`config.mk`:
```
export PLATFORM = sky130hd
export DESIGN_NAME = apb_tach_monitor_flat
export DESIGN_NICKNAME = d
export VERILOG_FILES = /design/src/rtl/apb_tach_if.sv /design/src/rtl/apb_tach_monitor.sv /design/src/flat_wrapper.sv
export SDC_FILE = /design/constraint.sdc
export NUM_CORES = 1
export LEC_CHECK = 0
export BUFFER_PORTS_ARGS = -buffer_cell sky130_fd_sc_hd__buf_2
export CAP_MARGIN = 40
export CELL_PAD_IN_SITES_DETAIL_PLACEMENT = 1
export CELL_PAD_IN_SITES_GLOBAL_PLACEMENT = 1
export CORE_ASPECT_RATIO = 0.5
export CORE_UTILIZATION = 45
export DETAILED_ROUTE_END_ITERATION = 8
export PLACE_DENSITY = 0.75
export RECOVER_POWER = 25
export SETUP_SLACK_MARGIN = 0.4
export SYNTH_ARGS = -nofsm -noshare
export SYNTH_HDL_FRONTEND = slang
export SYNTH_SLANG_ARGS = --single-unit
```
`constraint.sdc`:
```
create_clock -name clk -period 23.9 [get_ports clk]
set_input_delay 1.195 -clock clk [delete_from_list [all_inputs] [get_ports clk]]
set_output_delay 1.195 -clock clk [all_outputs]
set_load 0.005 [all_outputs]
```
`src/rtl/apb_tach_if.sv`:
```
// APB completer bundle for the fan tachometer monitor.
interface apb_tach_if;
  logic        psel;
  logic        penable;
  logic        pwrite;
  logic [9:0]  paddr;
  logic [15:0] pwdata;
  logic        pready;
  logic [15:0] prdata;
  logic        pslverr;

  modport master (
    output psel, penable, pwrite, paddr, pwdata,
    input  pready, prdata, pslverr
  );

  modport slave (
    input  psel, penable, pwrite, paddr, pwdata,
    output pready, prdata, pslverr
  );
endinterface

```
`src/rtl/apb_tach_monitor.sv`:
```
// Fan tach edge counter with gated RPM, stall and threshold alarms.
module apb_tach_monitor #(
  parameter int NUM_CHANNELS = 4,
  parameter int REFCLK_HZ    = 250000000
) (
  input  logic                    clk,
  input  logic                    rst,
  input  logic [NUM_CHANNELS-1:0] tach,
  apb_tach_if.slave               apb,
  output logic                    irq
);
  localparam int N   = NUM_CHANNELS;
  localparam int WIN = REFCLK_HZ / 2;
  localparam int GW  = (WIN > 1) ? $clog2(WIN) : 1;

  typedef enum logic [1:0] {IDLE, ACCESS, RESP} state_t;

  state_t        state;
  logic [GW-1:0] gate;
  logic          win_end;
  logic [N-1:0]  s1, s2, s3, rise;
  logic [15:0]   edges   [N];
  logic [15:0]   total   [N];
  logic [21:0]   prod    [N];
  logic [15:0]   rpm_new [N];
  logic [15:0]   rpm     [N];
  logic [15:0]   thresh  [N];
  logic [N-1:0]  stall, status, irq_en;
  logic [N-1:0]  alarm, clr;
  logic [15:0]   windows;
  logic [15:0]   rd;
  logic          hit, ro, err, wr;

  assign win_end = (gate == GW'(WIN - 1));
  assign rise    = s2 & ~s3;

  // An edge landing on the wrap cycle still belongs to the closing window.
  always_comb begin
    alarm = '0;
    for (int i = 0; i < N; i++) begin
      total[i] = (rise[i] && edges[i] != 16'hffff)
               ? edges[i] + 16'd1 : edges[i];
      prod[i]    = 22'(total[i]) * 22'd60;
      rpm_new[i] = (prod[i] > 22'h00ffff)
                 ? 16'hffff : prod[i][15:0];
      alarm[i]   = win_end && (thresh[i] != 16'd0)
                 && (rpm_new[i] < thresh[i]);
    end
  end

  always_comb begin
    rd  = '0;
    hit = 1'b0;
    ro  = 1'b0;
    case (apb.paddr)
      10'h000: begin rd = 16'(irq_en); hit = 1'b1; end
      10'h002: begin rd = 16'(status); hit = 1'b1; end
      10'h004: begin
        rd = 16'(stall); hit = 1'b1; ro = 1'b1;
      end
      10'h006: begin
        rd = windows; hit = 1'b1; ro = 1'b1;
      end
      default: ;
    endcase
    for (int i = 0; i < N; i++) begin
      if (apb.paddr == 10'(32 + 2 * i)) begin
        rd = rpm[i]; hit = 1'b1; ro = 1'b1;
      end
      if (apb.paddr == 10'(64 + 2 * i)) begin
        rd = thresh[i]; hit = 1'b1;
      end
    end
  end

  assign err = !hit || (apb.pwrite && ro);
  assign wr  = (state == ACCESS) && apb.psel
            && apb.pwrite && !err;
  assign clr = (wr && apb.paddr == 10'h002)
             ? apb.pwdata[N-1:0] : '0;

  always_ff @(posedge clk or posedge rst) begin
    if (rst) begin
      gate    <= '0;
      s1      <= '0;
      s2      <= '0;
      s3      <= '0;
      stall   <= '1;
      status  <= '0;
      windows <= '0;
      for (int i = 0; i < N; i++) begin
        edges[i] <= '0;
        rpm[i]   <= '0;
      end
    end else begin
      s1     <= tach;
      s2     <= s1;
      s3     <= s2;
      gate   <= win_end ? '0 : gate + GW'(1);
      status <= (status & ~clr) | alarm;
      if (win_end) windows <= windows + 16'd1;
      for (int i = 0; i < N; i++) begin
        edges[i] <= win_end ? 16'd0 : total[i];
        if (win_end) begin
          rpm[i]   <= rpm_new[i];
          stall[i] <= (total[i] == 16'd0);
        end
      end
    end
  end

  always_ff @(posedge clk or posedge rst) begin
    if (rst) begin
      irq    <= 1'b0;
      irq_en <= '0;
      for (int i = 0; i < N; i++) thresh[i] <= '0;
    end else begin
      irq <= |(status & irq_en);
      if (wr && apb.paddr == 10'h000)
        irq_en <= apb.pwdata[N-1:0];
      for (int i = 0; i < N; i++)
        if (wr && apb.paddr == 10'(64 + 2 * i))
          thresh[i] <= apb.pwdata;
    end
  end

  always_ff @(posedge clk or posedge rst) begin
    if (rst) begin
      state       <= IDLE;
      apb.pready  <= 1'b0;
      apb.prdata  <= '0;
      apb.pslverr <= 1'b0;
    end else begin
      apb.pready  <= 1'b0;
      apb.prdata  <= '0;
      apb.pslverr <= 1'b0;
      unique case (state)
        IDLE:
          if (apb.psel && apb.penable) state <= ACCESS;
        ACCESS:
          if (apb.psel) begin
            state       <= RESP;
            apb.pready  <= 1'b1;
            apb.pslverr <= err;
            apb.prdata  <= (err || apb.pwrite) ? '0 : rd;
          end else begin
            state <= IDLE;
          end
        RESP:    state <= IDLE;
        default: state <= IDLE;
      endcase
    end
  end
endmodule

```
`src/flat_wrapper.sv`:
```
// flat-port wrapper written by rule: the top's interface ports become plain ports
module apb_tach_monitor_flat 
#(
  parameter int NUM_CHANNELS = 4,
  parameter int REFCLK_HZ    = 250000000
)
  (clk, rst, tach, irq, apb_psel, apb_penable, apb_pwrite, apb_paddr, apb_pwdata, apb_pready, apb_prdata, apb_pslverr);
  apb_tach_if apb_i ();
  input  logic clk;
  input  logic rst;
  input  logic [NUM_CHANNELS-1:0] tach;
  output logic irq;
  input wire logic [$bits(apb_i.psel)-1:0] apb_psel;
  input wire logic [$bits(apb_i.penable)-1:0] apb_penable;
  input wire logic [$bits(apb_i.pwrite)-1:0] apb_pwrite;
  input wire logic [$bits(apb_i.paddr)-1:0] apb_paddr;
  input wire logic [$bits(apb_i.pwdata)-1:0] apb_pwdata;
  output wire logic [$bits(apb_i.pready)-1:0] apb_pready;
  output wire logic [$bits(apb_i.prdata)-1:0] apb_prdata;
  output wire logic [$bits(apb_i.pslverr)-1:0] apb_pslverr;
  assign apb_i.psel = apb_psel;
  assign apb_i.penable = apb_penable;
  assign apb_i.pwrite = apb_pwrite;
  assign apb_i.paddr = apb_paddr;
  assign apb_i.pwdata = apb_pwdata;
  assign apb_pready = apb_i.pready;
  assign apb_prdata = apb_i.prdata;
  assign apb_pslverr = apb_i.pslverr;
  apb_tach_monitor #(.NUM_CHANNELS(NUM_CHANNELS), .REFCLK_HZ(REFCLK_HZ)) u_core (.clk(clk), .rst(rst), .tach(tach), .apb(apb_i), .irq(irq));
endmodule
```
==> results_dict.tcl <==
set metrics [dict create \
    h-tree-depth 1 \
    p_switching_mw 1.371 \
    wl_mm 60.88 \
    clkPwrFrac_pct 16.2 \
    critPathBufInv 3 \
    skew_ns 0.01961 \
    hpwl_mm 46.38 \
    combPwrFrac_pct 66.6 \
    violations "capacitance limit, slew limit" \
    dr.first_iter.drc_count 1099 \
    first_pass_iters 6 \
    slew_viol_final 126 \
    yosys_warnings 0 \
    synth-seq-cells 276 \
    syn-cell-area_mm2 0.02110 \
    async_reset_ff_share_pct 100.0 \
    start_kind "flip-flop" \
    grt_max_degree 154 \
    cts-resized-gates 0 \
    final-hold-violation-count 0 \
    layoutNonFillerInstCount 3014 \
    synth_top_family_by_area "adder cells" \
    end_kind "flip-flop" \
    cts_buffers 28 \
    power.density_mw_per_mm2 128.1 \
    rows 55 \
    grt_overflow 0 \
    fillers 5339 \
    portBuffers 53 \
    yosys.area_share.simple_pct 16.92 \
    max_stage_delay_ns 0.64 \
    synth_fa_ha_area_share_pct 18.24 \
    grt_antenna_before_repair 1 \
    drv_cap 2 \
    cts_buffer_depth 3 \
    postCtsSetupRepairBufs 0 \
    postRouteAntennaNets 0 \
    synthesis.instances 2322 \
    min_path_type "reg -> reg" \
    switching_share_pct 46.30 \
    leakage_nw 11.37 \
    syn_avg_cell_area_um2 9.086 \
    path_class "reg -> reg" \
    holdBufCountCts 0 \
    initial_core_util_pct 46.17 \
    synth_enable_flop_cells 0 \
    worst_slew_pin_slew_ns 3.813 \
    area_growth_pct 9.554 \
    cts_sinks 276 \
    path_delay_family "compound AO/OA/AOI/OAI gates" \
    core_mm2 0.04569 \
    outcome "finished, violations left" \
    dp_cells 2959 \
    clock.fmax_ghz 0.1339 \
    syn_nets 2599 \
    finalNetCount 2642 \
    clkSlewWorstSetupHoldPaths_ns 0.06 \
    num_vias 17267 \
    insertion_delay_ns 0.58 \
    power_frac_seq_pct 17.2 \
    min_period_ns 7.467 \
    synth_xor_area_share_pct 8.534 \
    synth_flop_cell "dfrtp_1" \
    ioPinCount 54 \
    synthDistinctLibCells 73 \
    ir_drop_v 0.00009433 \
    wire_per_inst_um 20.20 \
    crit_path_top_delay_cell "xnor2_1" \
    rsz0062_at_grt "false" \
    chipWidth_um 308.2 \
    finalSetupViolCount 0 \
    insertedDiodeCount 0 \
    die_h_um 155.1 \
    finalSetupTns_ns 0 \
    die_area_mm2 0.04781 \
    place_congestion 0.9111 \
    critPathArrivalTime_ns 7.96 \
    synth_compound_area_share_pct 13.86 \
    grt_pass1_wl_mm 99.95 \
    grt_pass1_vias 17967 \
    vias_per_cell 5.729 \
    relSlewSlack_pct -154.2 \
    layout-drive-gt1-share_pct 9.300 \
    worst-path-max-fanout 30 \
    synthMuxAreaShare_pct 4.276 \
    drc 0 \
    grt.total_usage_pct 26.15 \
    p_int_mw 1.590 \
    synth_seq_area_share_pct 32.76 \
    path_common_cell "ha_1" \
    period_share_pct 31.24 \
    root_buffer "clkbuf_16" \
    cts_tree "built" \
    cp_data_required_time_ns 24.40 \
]
[state kept, by name, indices dropped and copies added, names as in the netlist, 2 cells and up]
register	cells
u_core.s3	4
u_core.irq_en	4
u_core.windows	16
u_core.s1	4
u_core.thresh	64
u_core.stall	4
u_core.apb.prdata	16
u_core.rpm	60
u_core.status	4
u_core.s2	4
u_core.gate	27
u_core.edges	64
u_core.state	2
[logic make-up after synthesis]
| group | Yosys count |
|---|---|
| and+or+nand+nor | 748 |
| AOI/OAI and AO/OA | 443 |
| buffers and inverters | 302 |
| DFF | 276 |
| adders and majority gates | 273 |
| xor gates and xnor gates | 203 |
| muxes | 77 |
[layout make-up]
cell class / instances / area (µm²) / share of cell area, %
multi-input cells: 1744 / 13060 / 56.51
clock buffers: 40 / 807.0 / 3.492
well taps: 627 / 784.5 / 3.394
clock inverters: 12 / 171.4 / 0.7416
flip-flops and latches: 276 / 6912 / 29.90
inverters: 233 / 875.8 / 3.789
repair buffers: 82 / 500.5 / 2.165
[Yosys cell counts (5+ instances only)]
library cell / count / share of area (%)
xor2_1: 79 / 3.3
a31oi_1: 54 / 1.6
nand4_1: 47 / 1.4
maj3_1: 31 / 1.5
a211oi_1: 15 / 0.53
o21bai_1: 5 / 0.18
or2_2: 7 / 0.21
dfrtp_1: 272 / 32
nand3_1: 56 / 1.3
ha_1: 174 / 10
a22oi_1: 8 / 0.28
a22o_1: 9 / 0.37
nor2_1: 259 / 4.6
and2_1: 12 / 0.36
a211o_1: 5 / 0.21
inv_1: 233 / 4.1
nor4_1: 30 / 0.89
o21ai_0: 81 / 1.9
and4_1: 15 / 0.62
or3_1: 8 / 0.24
xnor2_1: 121 / 5.0
mux2_2: 65 / 3.5
o211ai_1: 15 / 0.53
nor3_1: 35 / 0.83
o21a_1: 10 / 0.36
o22ai_1: 13 / 0.39
a21oi_1: 105 / 2.5
or4_1: 5 / 0.18
mux2i_1: 8 / 0.38
nor3b_1: 6 / 0.21
clkbuf_1: 61 / 1.1
a222oi_1: 12 / 0.57
a21o_1: 37 / 1.3
fa_1: 68 / 6.5
nor2b_1: 13 / 0.39
nand3b_1: 6 / 0.21
a221oi_1: 6 / 0.25
and3_1: 24 / 0.71
nand2b_1: 25 / 0.74
buf_2: 6 / 0.14
a2111oi_0: 29 / 1.2
o31ai_1: 6 / 0.21
nand2_1: 188 / 3.3
[through the flow]
stage               setup WS [ns]  area [µm²]  power [mW]  util, %  hold WS [ns]
floorplan                   15.10       21100       1.997        -        0.3312
global placement            16.50       22040       2.380    48.23        0.3343
detailed placement          16.57       22150       2.471    48.46        0.3457
CTS                         16.46       23120       2.984    50.61        0.3611
global route                15.88       23110       3.276    50.58        0.3685
finish                      16.43       23110       2.961    50.58        0.3541
[worst paths after layout]
| kind | slack, ns | endpoint | cells past startpoint | from |
|---|---|---|---|---|
| max | 16.43 | u_core.status[3] | 28 | u_core.edges[7] |
| min | 0.35 | u_core.s2[0] | 0 | u_core.s1[0] |
| max reg2reg | 16.43 | u_core.status[3] | 28 | u_core.edges[7] |
| min reg2reg | 0.35 | u_core.s2[0] | 0 | u_core.s1[0] |
| max in group asynchronous | 18.04 | u_core.edges[0] | 4 | rst |
| min in group asynchronous | 1.33 | u_core.edges[44] | 2 | rst |
[metal layers]
layer	vias to the layer above	wire length [µm]	share of wire (%)	GRT usage (%)
met5	-	13	0.021	0
met4	2	1654	2.7	6.491
met3	101	2209	3.6	2.942
met2	298	28280	46	43.67
met1	8669	28720	47	36.30
li1	8197	-	-	-
[power groups by stage]
stage	Combinational, mW	Sequential [mW]	Clock [mW]
final	1.97	0.509	0.480
after detailed placement	1.95	0.517	0
after CTS	1.98	0.508	0.491
after global placement	1.87	0.515	0
after global routing	2.26	0.511	0.506
after floorplan	1.49	0.509	0
[layout by cell type, fill, tap and decap left out, types with 13 or more instances in the layout]
cell type	n
a2111oi_0	29
a211oi_1	15
a21o_1	37
a21oi_1	105
a31oi_1	54
and3_1	24
and4_1	15
buf_2	53
buf_4	22
clkbuf_16	29
dfrtp_1	272
fa_1	68
ha_1	174
inv_1	232
maj3_1	31
mux2_2	65
nand2_1	188
nand2b_1	25
nand3_1	56
nand4_1	47
nor2_1	259
nor2b_1	13
nor3_1	34
nor4_1	28
o211ai_1	15
o21ai_0	81
o22ai_1	13
xnor2_1	121
xor2_1	79
Note: power is estimated with default switching activity, not from simulation.
